**src/rtl/exu_oitf.sv**
```systemverilog
`default_nettype none
// ============================================================================
// Module   : exu_oitf
// Purpose  : Outstanding Instruction Track FIFO. Tags long-pipe instructions,
//            flags RAW/WAW hazards for dispatch, retires entries in order.
//            Optional macro OITF_RET_BYPASS_EN: retiring entry is masked from
//            hazard matching and a full FIFO accepts an allocation on retire.
// Revision : 1.0 - initial release
// ============================================================================
module exu_oitf #(
    parameter int OITF_DEPTH = 2,
    parameter int ITAG_W     = 1,
    parameter int RFIDX_W    = 5
) (
    input  logic               clk,
    input  logic               rst_n,
    input  logic               disp_oitf_ena,
    output logic               disp_oitf_ready,
    output logic [ITAG_W-1:0]  disp_oitf_ptr,
    input  logic               disp_oitf_rs1en,
    input  logic               disp_oitf_rs2en,
    input  logic               disp_oitf_rdwen,
    input  logic [RFIDX_W-1:0] disp_oitf_rs1idx,
    input  logic [RFIDX_W-1:0] disp_oitf_rs2idx,
    input  logic [RFIDX_W-1:0] disp_oitf_rdidx,
    output logic               oitfrd_match_disprs1,
    output logic               oitfrd_match_disprs2,
    output logic               oitfrd_match_disprd,
    input  logic               oitf_ret_ena,
    output logic [ITAG_W-1:0]  oitf_ret_ptr,
    output logic [RFIDX_W-1:0] oitf_ret_rdidx,
    output logic               oitf_ret_rdwen,
    output logic               oitf_empty,
    output logic               oitf_full
);

    localparam logic [ITAG_W-1:0] c_ptr_last = ITAG_W'(OITF_DEPTH - 1);
    localparam logic [ITAG_W-1:0] c_ptr_one  = ITAG_W'(1);

    logic [ITAG_W-1:0]  r_alc_ptr;
    logic [ITAG_W-1:0]  r_ret_ptr;
    logic               r_alc_flg;
    logic               r_ret_flg;
    logic [OITF_DEPTH-1:0] r_vld;
    logic [OITF_DEPTH-1:0] r_rdwen;
    logic [RFIDX_W-1:0] r_rdidx [OITF_DEPTH];

    logic w_ptr_eq;
    logic w_empty;
    logic w_full;
    logic w_alc_fire;
    logic w_ret_fire;
    logic [OITF_DEPTH-1:0] w_hit_rs1;
    logic [OITF_DEPTH-1:0] w_hit_rs2;
    logic [OITF_DEPTH-1:0] w_hit_rd;

    assign w_ptr_eq = (r_alc_ptr == r_ret_ptr);
    assign w_empty  = w_ptr_eq & (r_alc_flg == r_ret_flg);
    assign w_full   = w_ptr_eq & (r_alc_flg != r_ret_flg);

`ifdef OITF_RET_BYPASS_EN
    assign disp_oitf_ready = ~w_full | oitf_ret_ena;
`else
    assign disp_oitf_ready = ~w_full;
`endif

    assign w_alc_fire = disp_oitf_ena & disp_oitf_ready;
    assign w_ret_fire = oitf_ret_ena & ~w_empty;

    always_ff @(posedge clk or negedge rst_n) begin
        if (!rst_n) begin
            r_alc_ptr <= '0;
            r_alc_flg <= 1'b0;
            r_ret_ptr <= '0;
            r_ret_flg <= 1'b0;
        end else begin
            if (w_alc_fire) begin
                r_alc_ptr <= (r_alc_ptr == c_ptr_last) ? '0 : r_alc_ptr + c_ptr_one;
                r_alc_flg <= r_alc_flg ^ (r_alc_ptr == c_ptr_last);
            end
            if (w_ret_fire) begin
                r_ret_ptr <= (r_ret_ptr == c_ptr_last) ? '0 : r_ret_ptr + c_ptr_one;
                r_ret_flg <= r_ret_flg ^ (r_ret_ptr == c_ptr_last);
            end
        end
    end

    // When full with bypass, both pointers name the same slot: allocation wins.
    always_ff @(posedge clk or negedge rst_n) begin
        if (!rst_n) begin
            r_vld   <= '0;
            r_rdwen <= '0;
            for (int i = 0; i < OITF_DEPTH; i++) begin
                r_rdidx[i] <= '0;
            end
        end else begin
            for (int i = 0; i < OITF_DEPTH; i++) begin
                if (w_ret_fire && (r_ret_ptr == ITAG_W'(i))) begin
                    r_vld[i] <= 1'b0;
                end
                if (w_alc_fire && (r_alc_ptr == ITAG_W'(i))) begin
                    r_vld[i]   <= 1'b1;
                    r_rdwen[i] <= disp_oitf_rdwen;
                    r_rdidx[i] <= disp_oitf_rdidx;
                end
            end
        end
    end

    generate
        for (genvar g = 0; g < OITF_DEPTH; g++) begin : g_ent
            logic w_act;
`ifdef OITF_RET_BYPASS_EN
            assign w_act = r_vld[g] & ~(w_ret_fire & (r_ret_ptr == ITAG_W'(g)));
`else
            assign w_act = r_vld[g];
`endif
            assign w_hit_rs1[g] = w_act & r_rdwen[g] & (r_rdidx[g] == disp_oitf_rs1idx);
            assign w_hit_rs2[g] = w_act & r_rdwen[g] & (r_rdidx[g] == disp_oitf_rs2idx);
            assign w_hit_rd[g]  = w_act & r_rdwen[g] & (r_rdidx[g] == disp_oitf_rdidx);
        end
    endgenerate

    assign oitfrd_match_disprs1 = disp_oitf_rs1en & (|disp_oitf_rs1idx) & (|w_hit_rs1);
    assign oitfrd_match_disprs2 = disp_oitf_rs2en & (|disp_oitf_rs2idx) & (|w_hit_rs2);
    assign oitfrd_match_disprd  = disp_oitf_rdwen & (|disp_oitf_rdidx)  & (|w_hit_rd);

    assign disp_oitf_ptr  = r_alc_ptr;
    assign oitf_ret_ptr   = r_ret_ptr;
    assign oitf_ret_rdidx = r_rdidx[r_ret_ptr];
    assign oitf_ret_rdwen = r_rdwen[r_ret_ptr];
    assign oitf_empty     = w_empty;
    assign oitf_full      = w_full;

endmodule
`default_nettype wire

```
**config.mk**
```make
export PLATFORM = sky130hd
export DESIGN_NAME = exu_oitf
export DESIGN_NICKNAME = d
export VERILOG_FILES = /design/src/rtl/exu_oitf.sv
export SDC_FILE = /design/constraint.sdc
export NUM_CORES = 1
export LEC_CHECK = 0
export ABC_AREA = 1
export CELL_PAD_IN_SITES_DETAIL_PLACEMENT = 1
export CELL_PAD_IN_SITES_GLOBAL_PLACEMENT = 1
export CORE_UTILIZATION = 30
export DETAILED_ROUTE_END_ITERATION = 7
export PLACE_DENSITY_LB_ADDON = 0.1
export SLEW_MARGIN = 40
export SYNTH_ARGS = -nofsm -noshare
export SYNTH_HDL_FRONTEND = slang
export SYNTH_SLANG_ARGS = --single-unit
```
**constraint.sdc**
```tcl
create_clock -name clk -period 1.15 [get_ports clk]
set_clock_uncertainty 0.05 [all_clocks]
set_input_delay 0.23 -clock clk [delete_from_list [all_inputs] [get_ports clk]]
set_output_delay 0.23 -clock clk [all_outputs]
set_load 0.05 [all_outputs]
```
==> flow_summary.ini, run 1 <==
[floorplanning]
core_area_um2 = 4444
dieArea_um2 = 5021
num_rows = 24
start_util = 0.3201
die_h_um = 70.86
io_pins = 36
die_x_um = 70.86

[setup_path]
crit_required_ns = 0.87
r2r-start = oitf_ret_ptr
cp_cell_sequence = nand2_1 > inv_1 > nand2_1 > nor2_1 > nand3_2 > a21oi_4 > buf_12
cp_max_fo = 3
max_stage_delay_ns = 0.40
startpoint = r_rdwen[1]
worstSetupPathType = flip-flop to output pin
worstReg2RegEnd = r_rdidx[7]
start_kind = flip-flop
cp_slowest_cell = dfrtp_1
crit_top_cell = nand2_1
worst_setup_path_end_kind = output pin
critPathCapture = oitfrd_match_disprd
crit_arrival_ns = 1.63
ff2ff_path_depth = 7
r2r_slack_ns = -0.48

[pwr]
power_frac_comb = 0.790
p_int_mw = 4.930
switching_share = 0.5174
power_density_nw_per_um2 = 3441
power.share.clock = 0.054
leakagePower_nw = 1.410
ir_drop_mv = 2.216
power_mw = 10.22
seqPwrFrac = 0.156
p_switching_mw = 5.286

[final_layout]
num_antenna_cells = 0
nNetsFinal = 348
fin_util = 0.6681
design_area_um2 = 2969
drive_above_1_share = 0.5692
area_growth_pct = 108.7

[sta]
timing.fmax_mhz = 523.3
rsz0062_at_grt = yes
hold_ws_ns = 0.2655
relSlewSlack = 0.5536
setup_ws_ns = -0.7611
hold_viol = 0
worstMarginPinSlew_ns = 0.6675
fin_crit_ns = 1.911
period_share = 1.662
drv_slew = 0
finalSetupViolCount = 32

[clock_tree]
clkSlewWorstSetupHoldPaths_ns = 0.08
cts_tree = done
clockRootBuffer = clkbuf_8
cts_sinks = 18
h-tree-depth = 1
cts_made_buffers = 3
clk_latency_ns = 0.27
cts_buffer_depth = 2

[global_routing]
grt_overflow_total = 0
grtUsageTotal = 0.2740
grt_max_degree = 19
grt_pass1_wl_um = 10410
grt_pass1_vias = 2016
antenna_found_initial = 0

[synthesis]
yosys_warnings = 0
syn_inst = 237
ys_ff_latch = 18
syn_area_um2 = 1423
syn_avg_cell_area_um2 = 6.003
yosys.area.top_type_share = 0.3166
synth_nets = 259
yosys.area.top_type = dfrtp_1
synthTopCellsByArea = dfrtp_1 (32%), nand2_1 (29%), inv_1 (8.7%)
yosysSeqAreaShare = 0.3166
synthDistinctLibCells = 15

[route]
vias = 1994
wl_um = 7918
ant_nets = 0
vias_per_cell = 5.289
detail_route.iter0.violations = 110
drc_errors = 0
post_drt_wl_per_cell_um = 21.00
firstDrtPassIters = 8

[worst_hold_path]
min_path_type = primary input to asynchronous set/reset pin

[place]
dp_hpwl_um = 4211
io_buffers = 35
placed_area_um2 = 2407
place_congestion = 0.8387

[run_status]
failed_checks = negative setup slack
run_status = finished, violations left

[job]
drv_cap = 0
==> layout by cell type (no fill, tap or decap), types with 3 or more instances in the layout <==
| cell type | count |
|---|---|
| clkdlybuf4s50_1 | 8 |
| o21ai_0 | 3 |
| buf_12 | 18 |
| buf_4 | 35 |
| nand2_4 | 4 |
| inv_2 | 17 |
| nand2_8 | 5 |
| nand2_2 | 29 |
| nor2_2 | 11 |
| clkbuf_8 | 4 |
| o21ai_2 | 12 |
| nand3_4 | 5 |
| dfrtp_2 | 9 |
| nor2_4 | 3 |
| nand2_1 | 74 |
| nand3_2 | 6 |
| buf_6 | 10 |
| o21ai_4 | 5 |
| inv_1 | 12 |
| nor2_1 | 12 |
| a21oi_4 | 4 |
| dfrtp_1 | 8 |
| dlygate4sd2_1 | 11 |
| o21ai_1 | 3 |
==> through the flow <==
step | setup slack (ns) | cells | TNS [ns]
3_5_place_dp | -0.7036 | 354 | -9.580
6_report | -0.7611 | 377 | -14.64
5_1_grt | -0.8578 | 377 | -16.28
2_1_floorplan | -0.3523 | 237 | -8.351
4_1_cts | -0.6375 | 369 | -12.07
3_3_place_gp | -0.7074 | 354 | -7.820
==> metal layers <==
layer	track usage	share of wire
met3	0.04274	0.034
met5	0	0
met1	0.3466	0.41
met2	0.4882	0.52
met4	0.06667	0.036
==> worst max-delay path: cells and delay by family, from the launching register on <==
| kind | cells | cell delay (ns) |
|---|---|---|
| AO/OA/AOI/OAI | 1 | 0.18 |
| buffers and inverters | 2 | 0.32 |
| AND/OR/NAND/NOR | 4 | 0.46 |
| flip-flops | 1 | 0.40 |
==> worst min path at each step <==
stage | end | from
6_report | r_ret_flg | rst_n
5_1_grt | r_ret_flg | rst_n
4_1_cts | r_ret_flg | rst_n
3_5_place_dp | r_vld[0] | r_vld[0]
3_3_place_gp | r_vld[0] | r_vld[0]
2_1_floorplan | disp_oitf_ptr | rst_n
==> power by group through the flow <==
stage	sequential (mW)	combinational, mW	clock, mW
final	1.60	8.07	0.549
after global routing	1.60	8.44	0.585
after CTS	1.55	6.99	0.534
after detailed placement	1.44	5.90	0
after global placement	1.42	5.72	0
after floorplan	1.52	3.27	0
==> final cells by class <==
cell class / count / area [um^2]
Fill cell: 512 / 1475
Multi-Input combinational cell: 185 / 1285
Timing Repair Buffer: 85 / 952.2
Sequential cell: 18 / 465.4
Inverter: 33 / 146.4
Tap cell: 52 / 65.06
Clock buffer: 4 / 55.05
==> timing repair <==
| item | in CTS | in global routing |
|---|---|---|
| gates cloned | 3 | 0 |
| hold buffers | 0 | 0 |
| setup endpoints to repair | 32 | 32 |
| buffers inserted | 9 | 10 |
| pin swaps | 21 | 30 |
| resized for setup | 76 | 59 |
==> flip-flops by register name (all words and copies together) (netlist names) <==
register / flops
r_rdidx: 10
oitf_ret_ptr: 1
r_alc_flg: 1
r_ret_flg: 1
r_vld: 2
disp_oitf_ptr: 1
r_rdwen: 2
==> synth_stat cells <==
master and number:
nand3_1 9, nand2_2 1, xnor2_1 3, nand2_1 111
dfrtp_1 18, xor2_1 2, a21oi_1 4, nand4_1 2
o21ai_2 12, nand3_2 2, clkbuf_1 1, buf_6 2
nor2_1 26, inv_1 33, o21ai_0 11
==> logic make-up (layout without fill, tap and decap cells) <==
group | count (synthesis) | count (layout) | synth area share
XOR/XNOR | 5 | 5 | 0.03079
AO/OA/AOI/OAI | 27 | 27 | 0.1266
flip-flops | 18 | 18 | 0.3166
AND/OR/NAND/NOR | 151 | 153 | 0.4204
buffers and inverters | 36 | 122 | 0.1055
(Power assumes the default switching activity.)
==> inputs of run 2 (changes only) <==
--- a/config.mk
+++ b/config.mk
@@ -8,7 +8,8 @@
 export ABC_AREA = 1
 export CELL_PAD_IN_SITES_DETAIL_PLACEMENT = 1
 export CELL_PAD_IN_SITES_GLOBAL_PLACEMENT = 1
-export CORE_UTILIZATION = 30
+export CORE_UTILIZATION = 31
+export CTS_BUF_LIST = sky130_fd_sc_hd__clkbuf_4 sky130_fd_sc_hd__clkbuf_8
 export DETAILED_ROUTE_END_ITERATION = 7
 export PLACE_DENSITY_LB_ADDON = 0.1
 export SLEW_MARGIN = 40
==> run 2 against run 1 <==
The flow still finishes with violations (negative setup slack). Cell area down 3.6%. Clock-buffer cell count unchanged. Clock power down 4.6%. Worst hold slack better by 0.0031 ns. Final cell count down 1.3%. Global-route usage down 0.090 points. Combinational power down 5.1%. First-iteration DRC count up 2.7%. Maximum frequency up 0.28%. Critical endpoint is now oitfrd_match_disprs2.
==> flow_summary.ini, run 2 (synthesis results as in run 1) <==
[final_layout]
nNetsFinal = 343
num_antenna_cells = 0
layout.cells.non_filler = 372
area_growth_pct = 101.1
layout_common_cells = nand2_1 (75), buf_4 (31), nand2_2 (30)
top_regs = r_rdidx x10, r_rdwen x2, r_vld x2
regMostFlops = r_rdidx
largest_reg_flops = 10
drive_above_1_share = 0.5594
final_common_cell = nand2_1

[sta]
drv_slew = 0
hold_viol = 0
fin_setup_tns_ns = -12.98
setup_ws_ns = -0.7558
worstMarginPinSlew_ns = 0.6238
finalSetupViolCount = 32
relSlewSlack = 0.5835
fin_crit_ns = 1.906
period_share = 1.657
hold_ws_ns = 0.2687
timing.fmax_mhz = 524.7
rsz0062_at_grt = yes

[setup_path]
path_delay_family = buffers and inverters
cp_slowest_cell = clkdlybuf4s50_1
crit_required_ns = 0.87
crit_buf_inv = 3
worst_setup_path_end_kind = output pin
cp_max_fo = 4
crit_arrival_ns = 1.63
start_kind = primary input
max_stage_delay_ns = 0.50
worstSetupPathType = primary input to output pin
crit_top_cell = nand2_1
cp_cell_sequence = clkdlybuf4s50_1 > inv_2 > nand2_1 > nand2_1 > nor2_1 > nand3_2 > a21oi_4 > buf_12

[pwr]
leakagePower_nw = 1.366
power_mw = 9.780
power_density_nw_per_um2 = 3418
ir_drop_mv = 2.089

[job]
drv_cap = 0

[run_status]
failed_checks = negative setup slack
run_status = finished, violations left

[route]
vias = 1949
firstDrtPassIters = 4
vias_per_cell = 5.239
detail_route.iter0.violations = 113
ant_nets = 0
wl_um = 7571
drc_errors = 0
post_drt_wl_per_cell_um = 20.35

[floorplanning]
dieArea_um2 = 4864
die_h_um = 69.74
core_area_um2 = 4384
num_rows = 24
io_pins = 36
die_x_um = 69.74
start_util = 0.3245

[clock_tree]
clk_latency_ns = 0.25
cts_made_buffers = 3
ctsHoldBuffers = 0
cts_sinks = 18
clockRootBuffer = clkbuf_8
h-tree-depth = 1
clkSlewWorstSetupHoldPaths_ns = 0.07
cts_buffer_depth = 2
cts_tree = done

[global_routing]
grt_pass1_vias = 2060
grt_max_degree = 19
grtUsageTotal = 0.2731
grt_pass1_wl_um = 10340
antenna_found_initial = 0
grt_overflow_total = 0

[worst_hold_path]
min_path_type = primary input to asynchronous set/reset pin

[place]
dp_hpwl_um = 3850
place_congestion = 0.8408
place_inst = 354
io_buffers = 35
-- run 2: changes by cell type in the layout (fill, tap and decap cells not counted), sizes merged --
| cell | before | now |
|---|---|---|
| buf | 64 | 59 |
| clkdlybuf4s50 | 8 | 9 |
| clkinv | 1 | 0 |
| clkinvlp | 2 | 3 |
| dlygate4sd2 | 11 | 10 |
-- run 2: final cells by class --
cell class / count / area, um^2
well taps: 52 / 65.06
repair buffers: 80 / 915.9
inverters: 33 / 135.1
flip-flops and latches: 18 / 466.7
clock buffers: 4 / 55.05
multi-input cells: 185 / 1224
fillers: 521 / 1523
-- run 2: worst paths after layout --
| check | start | end | slack (ns) | cells after the start |
|---|---|---|---|---|
| setup / recovery | disp_oitf_rs2idx[3] | oitfrd_match_disprs2 | -0.76 | 8 |
| hold / removal | rst_n | disp_oitf_ptr | 0.27 | 2 |
| setup reg to reg | oitf_ret_ptr | r_rdidx[6] | -0.38 | 5 |
| hold reg to reg | r_vld[1] | r_vld[1] | 0.49 | 2 |
| max in group asynchronous | rst_n | oitf_ret_ptr | 0.64 | 2 |
| min in group clk | disp_oitf_rdidx[1] | r_rdidx[1] | 0.44 | 4 |
-- run 2: per-layer routing --
layer  global-route usage  wire length [um]
met5                    0                 0
met4              0.06889               306
met3              0.05378               327
met2               0.4703              3802
met1               0.3500              3136
-- run 2: repair_timing --
item                                    in CTS  in global routing
endpoints found under the setup margin      32                 32
setup buffers                                7                 10
pin swaps                                   16                 27
resized for setup                           63                 60
cloned                                       3                  0
-- run 2: power by group --
part	leakage (nW)	internal, mW	switching [mW]
combinational	1.13	3.44	4.23
clock	0.0288	0.304	0.220
sequential	0.207	0.995	0.600
total	1.37	4.73	5.05
-- run 2: per-stage QoR --
stage,setup slack [ns],utilization,instance area [um^2]
after floorplan,-0.3523,-,1627
after global placement,-0.7260,0.5462,2395
after detailed placement,-0.7336,0.5462,2395
after CTS,-0.6395,0.6130,2688
after global routing,-0.7595,0.6527,2861
final,-0.7558,0.6527,2861
